--- config.mk ---
export PLATFORM = sky130hd
export DESIGN_NAME = mem_initiator
export DESIGN_NICKNAME = d
export VERILOG_FILES = /design/src/rtl/mem_pkg.sv /design/src/rtl/mem_initiator.sv
export SDC_FILE = /design/constraint.sdc
export NUM_CORES = 1
export LEC_CHECK = 0
export CAP_MARGIN = 20
export CORE_AREA = 3 3 126 140
export DETAILED_ROUTE_END_ITERATION = 8
export DIE_AREA = 0 0 129 143
export DONT_BUFFER_PORTS = 1
export PLACE_DENSITY = 0.53
export SLEW_MARGIN = 40
export SYNTH_ARGS = -nofsm -noshare
export SYNTH_HDL_FRONTEND = slang
export SYNTH_SLANG_ARGS = --single-unit
--- constraint.sdc ---
create_clock -name clk -period 6.4 [get_ports clk]
set_input_delay 1.28 -clock clk [delete_from_list [all_inputs] [get_ports clk]]
set_output_delay 1.28 -clock clk [all_outputs]
set_load 0.02 [all_outputs]
--- src/rtl/mem_pkg.sv ---
// Shared defaults and the state encoding for the simple-RAM-port initiator.
package mem_pkg;

  localparam int MEM_ADDR_WIDTH = 4;
  localparam int MEM_DATA_WIDTH = 32;
  localparam int MEM_TIMEOUT    = 8;
  localparam int MEM_CNT_WIDTH  = 16;

  typedef enum logic [1:0] {
    IDLE  = 2'd0,
    WRITE = 2'd1,
    READ  = 2'd2,
    RESP  = 2'd3
  } state_t;

endpackage

--- src/rtl/mem_initiator.sv ---
// Initiator for the simple RAM port: one command at a time from a valid/ready
// request channel, read results (or a timeout) returned on a valid/ready response channel.
//
//   state | meaning
//   IDLE  | ready for a command
//   WRITE | mem_en pulse on the RAM port, one cycle
//   READ  | address held, waiting for mem_valid_out or the timeout
//   RESP  | read result held until rsp_ready
module mem_initiator
  import mem_pkg::*;
#(
  parameter int ADDR_WIDTH = MEM_ADDR_WIDTH,
  parameter int DATA_WIDTH = MEM_DATA_WIDTH,
  parameter int TIMEOUT    = MEM_TIMEOUT,
  parameter int CNT_WIDTH  = MEM_CNT_WIDTH
) (
  input  logic                  clk,
  input  logic                  reset,
  input  logic                  req_valid,
  output logic                  req_ready,
  input  logic                  req_write,
  input  logic [ADDR_WIDTH-1:0] req_addr,
  input  logic [DATA_WIDTH-1:0] req_wdata,
  output logic                  rsp_valid,
  input  logic                  rsp_ready,
  output logic [DATA_WIDTH-1:0] rsp_rdata,
  output logic [ADDR_WIDTH-1:0] rsp_addr,
  output logic                  rsp_err,
  output logic                  mem_en,
  output logic [ADDR_WIDTH-1:0] mem_address,
  output logic [DATA_WIDTH-1:0] mem_data_in,
  input  logic [DATA_WIDTH-1:0] mem_data_out,
  input  logic                  mem_valid_out,
  output logic                  busy,
  output logic [CNT_WIDTH-1:0]  wr_count,
  output logic [CNT_WIDTH-1:0]  rd_count
);

  localparam int TW = $clog2(TIMEOUT);
  localparam logic [TW-1:0] TIMER_LAST = TW'(TIMEOUT - 1);

  state_t                state, state_nx;
  logic [TW-1:0]         timer, timer_nx;
  logic                  rd_first, rd_first_nx;
  logic                  mem_en_nx;
  logic [ADDR_WIDTH-1:0] mem_address_nx;
  logic [DATA_WIDTH-1:0] mem_data_in_nx;
  logic                  rsp_valid_nx;
  logic [DATA_WIDTH-1:0] rsp_rdata_nx;
  logic [ADDR_WIDTH-1:0] rsp_addr_nx;
  logic                  rsp_err_nx;
  logic [CNT_WIDTH-1:0]  wr_count_nx, rd_count_nx;

  always_ff @(posedge clk or posedge reset) begin
    if (reset) begin
      state       <= IDLE;
      timer       <= '0;
      rd_first    <= 1'b0;
      mem_en      <= 1'b0;
      mem_address <= '0;
      mem_data_in <= '0;
      rsp_valid   <= 1'b0;
      rsp_rdata   <= '0;
      rsp_addr    <= '0;
      rsp_err     <= 1'b0;
      wr_count    <= '0;
      rd_count    <= '0;
    end else begin
      state       <= state_nx;
      timer       <= timer_nx;
      rd_first    <= rd_first_nx;
      mem_en      <= mem_en_nx;
      mem_address <= mem_address_nx;
      mem_data_in <= mem_data_in_nx;
      rsp_valid   <= rsp_valid_nx;
      rsp_rdata   <= rsp_rdata_nx;
      rsp_addr    <= rsp_addr_nx;
      rsp_err     <= rsp_err_nx;
      wr_count    <= wr_count_nx;
      rd_count    <= rd_count_nx;
    end
  end

  always_comb begin
    state_nx       = state;
    timer_nx       = timer;
    rd_first_nx    = rd_first;
    mem_en_nx      = mem_en;
    mem_address_nx = mem_address;
    mem_data_in_nx = mem_data_in;
    rsp_valid_nx   = rsp_valid;
    rsp_rdata_nx   = rsp_rdata;
    rsp_addr_nx    = rsp_addr;
    rsp_err_nx     = rsp_err;
    wr_count_nx    = wr_count;
    rd_count_nx    = rd_count;
    req_ready      = (state == IDLE);
    busy           = (state != IDLE);

    case (state)
      IDLE: begin
        if (req_valid) begin
          mem_address_nx = req_addr;
          if (req_write) begin
            mem_en_nx      = 1'b1;
            mem_data_in_nx = req_wdata;
            state_nx       = WRITE;
          end else begin
            mem_en_nx   = 1'b0;
            timer_nx    = '0;
            rd_first_nx = 1'b1;
            state_nx    = READ;
          end
        end
      end
      WRITE: begin
        mem_en_nx   = 1'b0;
        wr_count_nx = wr_count + CNT_WIDTH'(1);
        state_nx    = IDLE;
      end
      READ: begin
        // The first edge may still see valid left over from a previous access.
        if (rd_first) begin
          rd_first_nx = 1'b0;
        end else if (mem_valid_out) begin
          rsp_rdata_nx = mem_data_out;
          rsp_addr_nx  = mem_address;
          rsp_err_nx   = 1'b0;
          rsp_valid_nx = 1'b1;
          state_nx     = RESP;
        end else if (timer == TIMER_LAST) begin
          rsp_rdata_nx = '0;
          rsp_addr_nx  = mem_address;
          rsp_err_nx   = 1'b1;
          rsp_valid_nx = 1'b1;
          state_nx     = RESP;
        end else begin
          timer_nx = timer + TW'(1);
        end
      end
      RESP: begin
        if (rsp_ready) begin
          rsp_valid_nx = 1'b0;
          rd_count_nx  = rd_count + CNT_WIDTH'(1);
          state_nx     = IDLE;
        end
      end
      default: state_nx = IDLE;
    endcase
  end

endmodule

==> results by group <==
Run status
  • Outcome: completed

Pwr
  • Maximum vdd drop: 0.000185 V
  • PwrDens: 542 nW/um^2
  • Leakage power: 2.38 nW
  • Reg power frac: 53.2%
  • Pwr Total: 2.90 mW
  • Switching Share: 37.6%
  • Logic pwr share: 14.7%
  • Internal power: 1.81 mW
  • Clock share of power: 32.1%
  • Switch Pwr: 1.09 mW

Min path
  • Hold Crit Start: timer[0]$_DFFE_PP0P_
  • Hold Path Class: reg2reg
  • Hold Path Stages: 1
  • Hold EP: timer[0]$_DFFE_PP0P_

Clock network
  • Worst-Skew Late Latency: 0.40 ns
  • Clock tree buffer depth: 2
  • CTS tree: built
  • Worst-path clk slew: 0.05 ns
  • H-tree levels: 4
  • Clk root buf: clkbuf_16
  • Post-CTS setup buffer count: 0
  • Cts hold-fix bufs: 0
  • PostCTS Resize Cnt: 0
  • Sink Count: 113
  • Num CTS Buffers: 17

Final layout
  • Nets@finish: 471
  • Layout Utilization: 32.8%
  • Area Growth Syn to Fin: 17.8%
  • Layout cells sized above 1: 19.2%
  • ANT cells: 0

Logic synthesis
  • Top post-synthesis cells by count: dfrtp_1 (113), nand2_1 (83), mux2_2 (38)
  • Top-count cell post-synth: dfrtp_1
  • Synthesized Nets: 466
  • Area leader, netlist: dfrtp_1
  • Top cells by area, synth: dfrtp_1 (62%), mux2_2 (9.4%), nand2_1 (6.9%)
  • Ys async rst share: 100%
  • Post-Synthesis Cells: 388
  • Area share of the largest cell type after synthesis: 62.3%
  • Synthesis warning total: 0
  • Sequential share of the synthesized area: 62.3%
  • Number of synthesized flops with an enable pin: 0
  • Netlist Area Pre-Place: 4540 um^2
  • FF+latch count, synth: 113
  • Unique cell type count in the Yosys netlist: 29
  • Ys flop type: dfrtp_1
  • Synthesized area per cell: 11.7 um^2

Floorplanning
  • Die area: 18,400 um^2
  • # IOs: 183
  • Die Wd: 129 um
  • Site Rows: 49
  • Core area: 16,300 um^2
  • Effective utilization at floorplan: 27.8%
  • Die height: 143 um

Timing
  • Worst-Margin Slew: 0.727 ns
  • Worst hold slack: 0.505 ns
  • Max Fclk: 0.352 GHz
  • Final hold violation count: 0
  • RSZ-0062 raised after global routing: false
  • Final min period: 2.84 ns
  • Final worst-path cycle share: 44.3%
  • Clock skew: 0.00678 ns
  • Slew Limit Headroom: 51.5%
  • Pins Over Slew Limit: 0
  • Setup violations, final: 0
  • Setup TNS: 0 ns

Drt
  • DRT iter0 DRCs: 84
  • DR vias: 2,862
  • Drt drc: 0
  • DR pass1 iterations: 4
  • Via/cell ratio: 4.69
  • Antenna viol nets, final: 0
  • Routed WL: 9980 um
  • Wirelength per Cell: 16.4 um

Global routing
  • Grt total ovfl: 0
  • Vias in the first global route: 2,958
  • Tot GR Track Use: 11.1%
  • First-pass GRT wire length: 15,800 um
  • Antenna violations before repair: 0
  • Pin count of the biggest net entering global routing: 79

Placement
  • PortBufs: 0
  • Final GP Congestion: 0.698
  • DP HPWL: 7120 um

Worst setup path
  • Worst reg-to-reg path cell count: 5
  • Startpoint types: flip-flop
  • Critical Path Sink Type: output port
  • WS Path Type: reg2out
  • Worst-path maximum fanout: 12
  • CP arrival: 1.56 ns
  • Crit Reg-Reg Endpoint: rsp_addr[3]$_DFFE_PP0P_
  • Reg-to-Reg Start: timer[0]$_DFFE_PP0P_
  • Worst path required time: 5.12 ns
  • Setup slack, reg-to-reg: 4.39 ns

Run
  • Max Cap Viol: 0
flip-flops by register name, indices dropped and copies added, names as in the netlist:
register,count
rsp_valid,1
state,2
rd_first,1
rsp_addr,4
mem_address,4
rsp_err,1
rsp_rdata,32
mem_en,1
timer,3
rd_count,16
mem_data_in,32
wr_count,16
cell type report:
| type | count | area [um^2] |
|---|---|---|
| fill | 1630 | 11000 |
| sequential | 113 | 2830 |
| multi-input combinational | 251 | 1620 |
| clock buffer | 23 | 488 |
| tap | 204 | 255 |
| clock inverter | 9 | 105 |
| inverter | 8 | 32.5 |
| timing repair buffer | 2 | 18.8 |
stage by stage:
step	instance area, um^2	instances	worst slack (ns)
after floorplan	4540	388	2.13
after global placement	4740	578	3.61
after detailed placement	4750	578	3.80
after CTS	5350	610	3.52
after global routing	5350	610	3.47
final	5350	610	3.56
worst max-delay path, stage by stage (launching register included):
cell	delay [ns]
dfrtp_1	0.51
or2_2	0.45
inv_1	0.20
power groups by stage:
stage	Combinational (mW)	Sequential [mW]	Clock, mW
2_1_floorplan	0.382	1.47	0
3_3_place_gp	0.414	1.55	0
3_5_place_dp	0.446	1.56	0
4_1_cts	0.442	1.55	0.965
5_1_grt	0.498	1.58	1.00
6_report	0.427	1.54	0.931
per-layer routing:
layer / global-route usage, % / routed length [um]
met5: 0 / 0
met4: 3.59 / 85
met3: 5.99 / 886
met2: 18.1 / 4960
met1: 12.4 / 4040
kinds of logic after synthesis:
| logic type | share of synthesized area, % |
|---|---|
| compound gates | 5.38 |
| flops | 62.3 |
| simple gates | 13.1 |
| buf+inv | 2.15 |
| mux | 10.2 |
| fa+ha+maj | 1.10 |
| xor+xnor | 5.79 |
layout by cell type (no fill, tap or decap), drive strengths merged, types with 3 or more instances in the layout:
cell type  count
dfrtp        113
nand2         83
mux2          41
o21ai         37
xnor2         23
clkbuf        23
nor2          13
nand4         10
inv            8
nand3          7
xor2           7
a21oi          4
ha             4
clkinvlp       4
nand2b         3
or2            3
and3           3
clkinv         3
worst max path at each step:
stage | endpoint | start | cells past startpoint | slack, ns
2_1_floorplan | mem_address[0]$_DFFE_PP0P_ | reset | 1 | 2.13
3_3_place_gp | rsp_addr[1]$_DFFE_PP0P_ | mem_valid_out | 3 | 3.61
3_5_place_dp | rd_count[12]$_DFFE_PP0P_ | rsp_ready | 4 | 3.80
4_1_cts | req_ready | state[1]$_DFFE_PP0P_ | 2 | 3.52
5_1_grt | req_ready | state[1]$_DFFE_PP0P_ | 2 | 3.47
6_report | req_ready | state[1]$_DFFE_PP0P_ | 2 | 3.56
(Power assumes the default switching activity.)
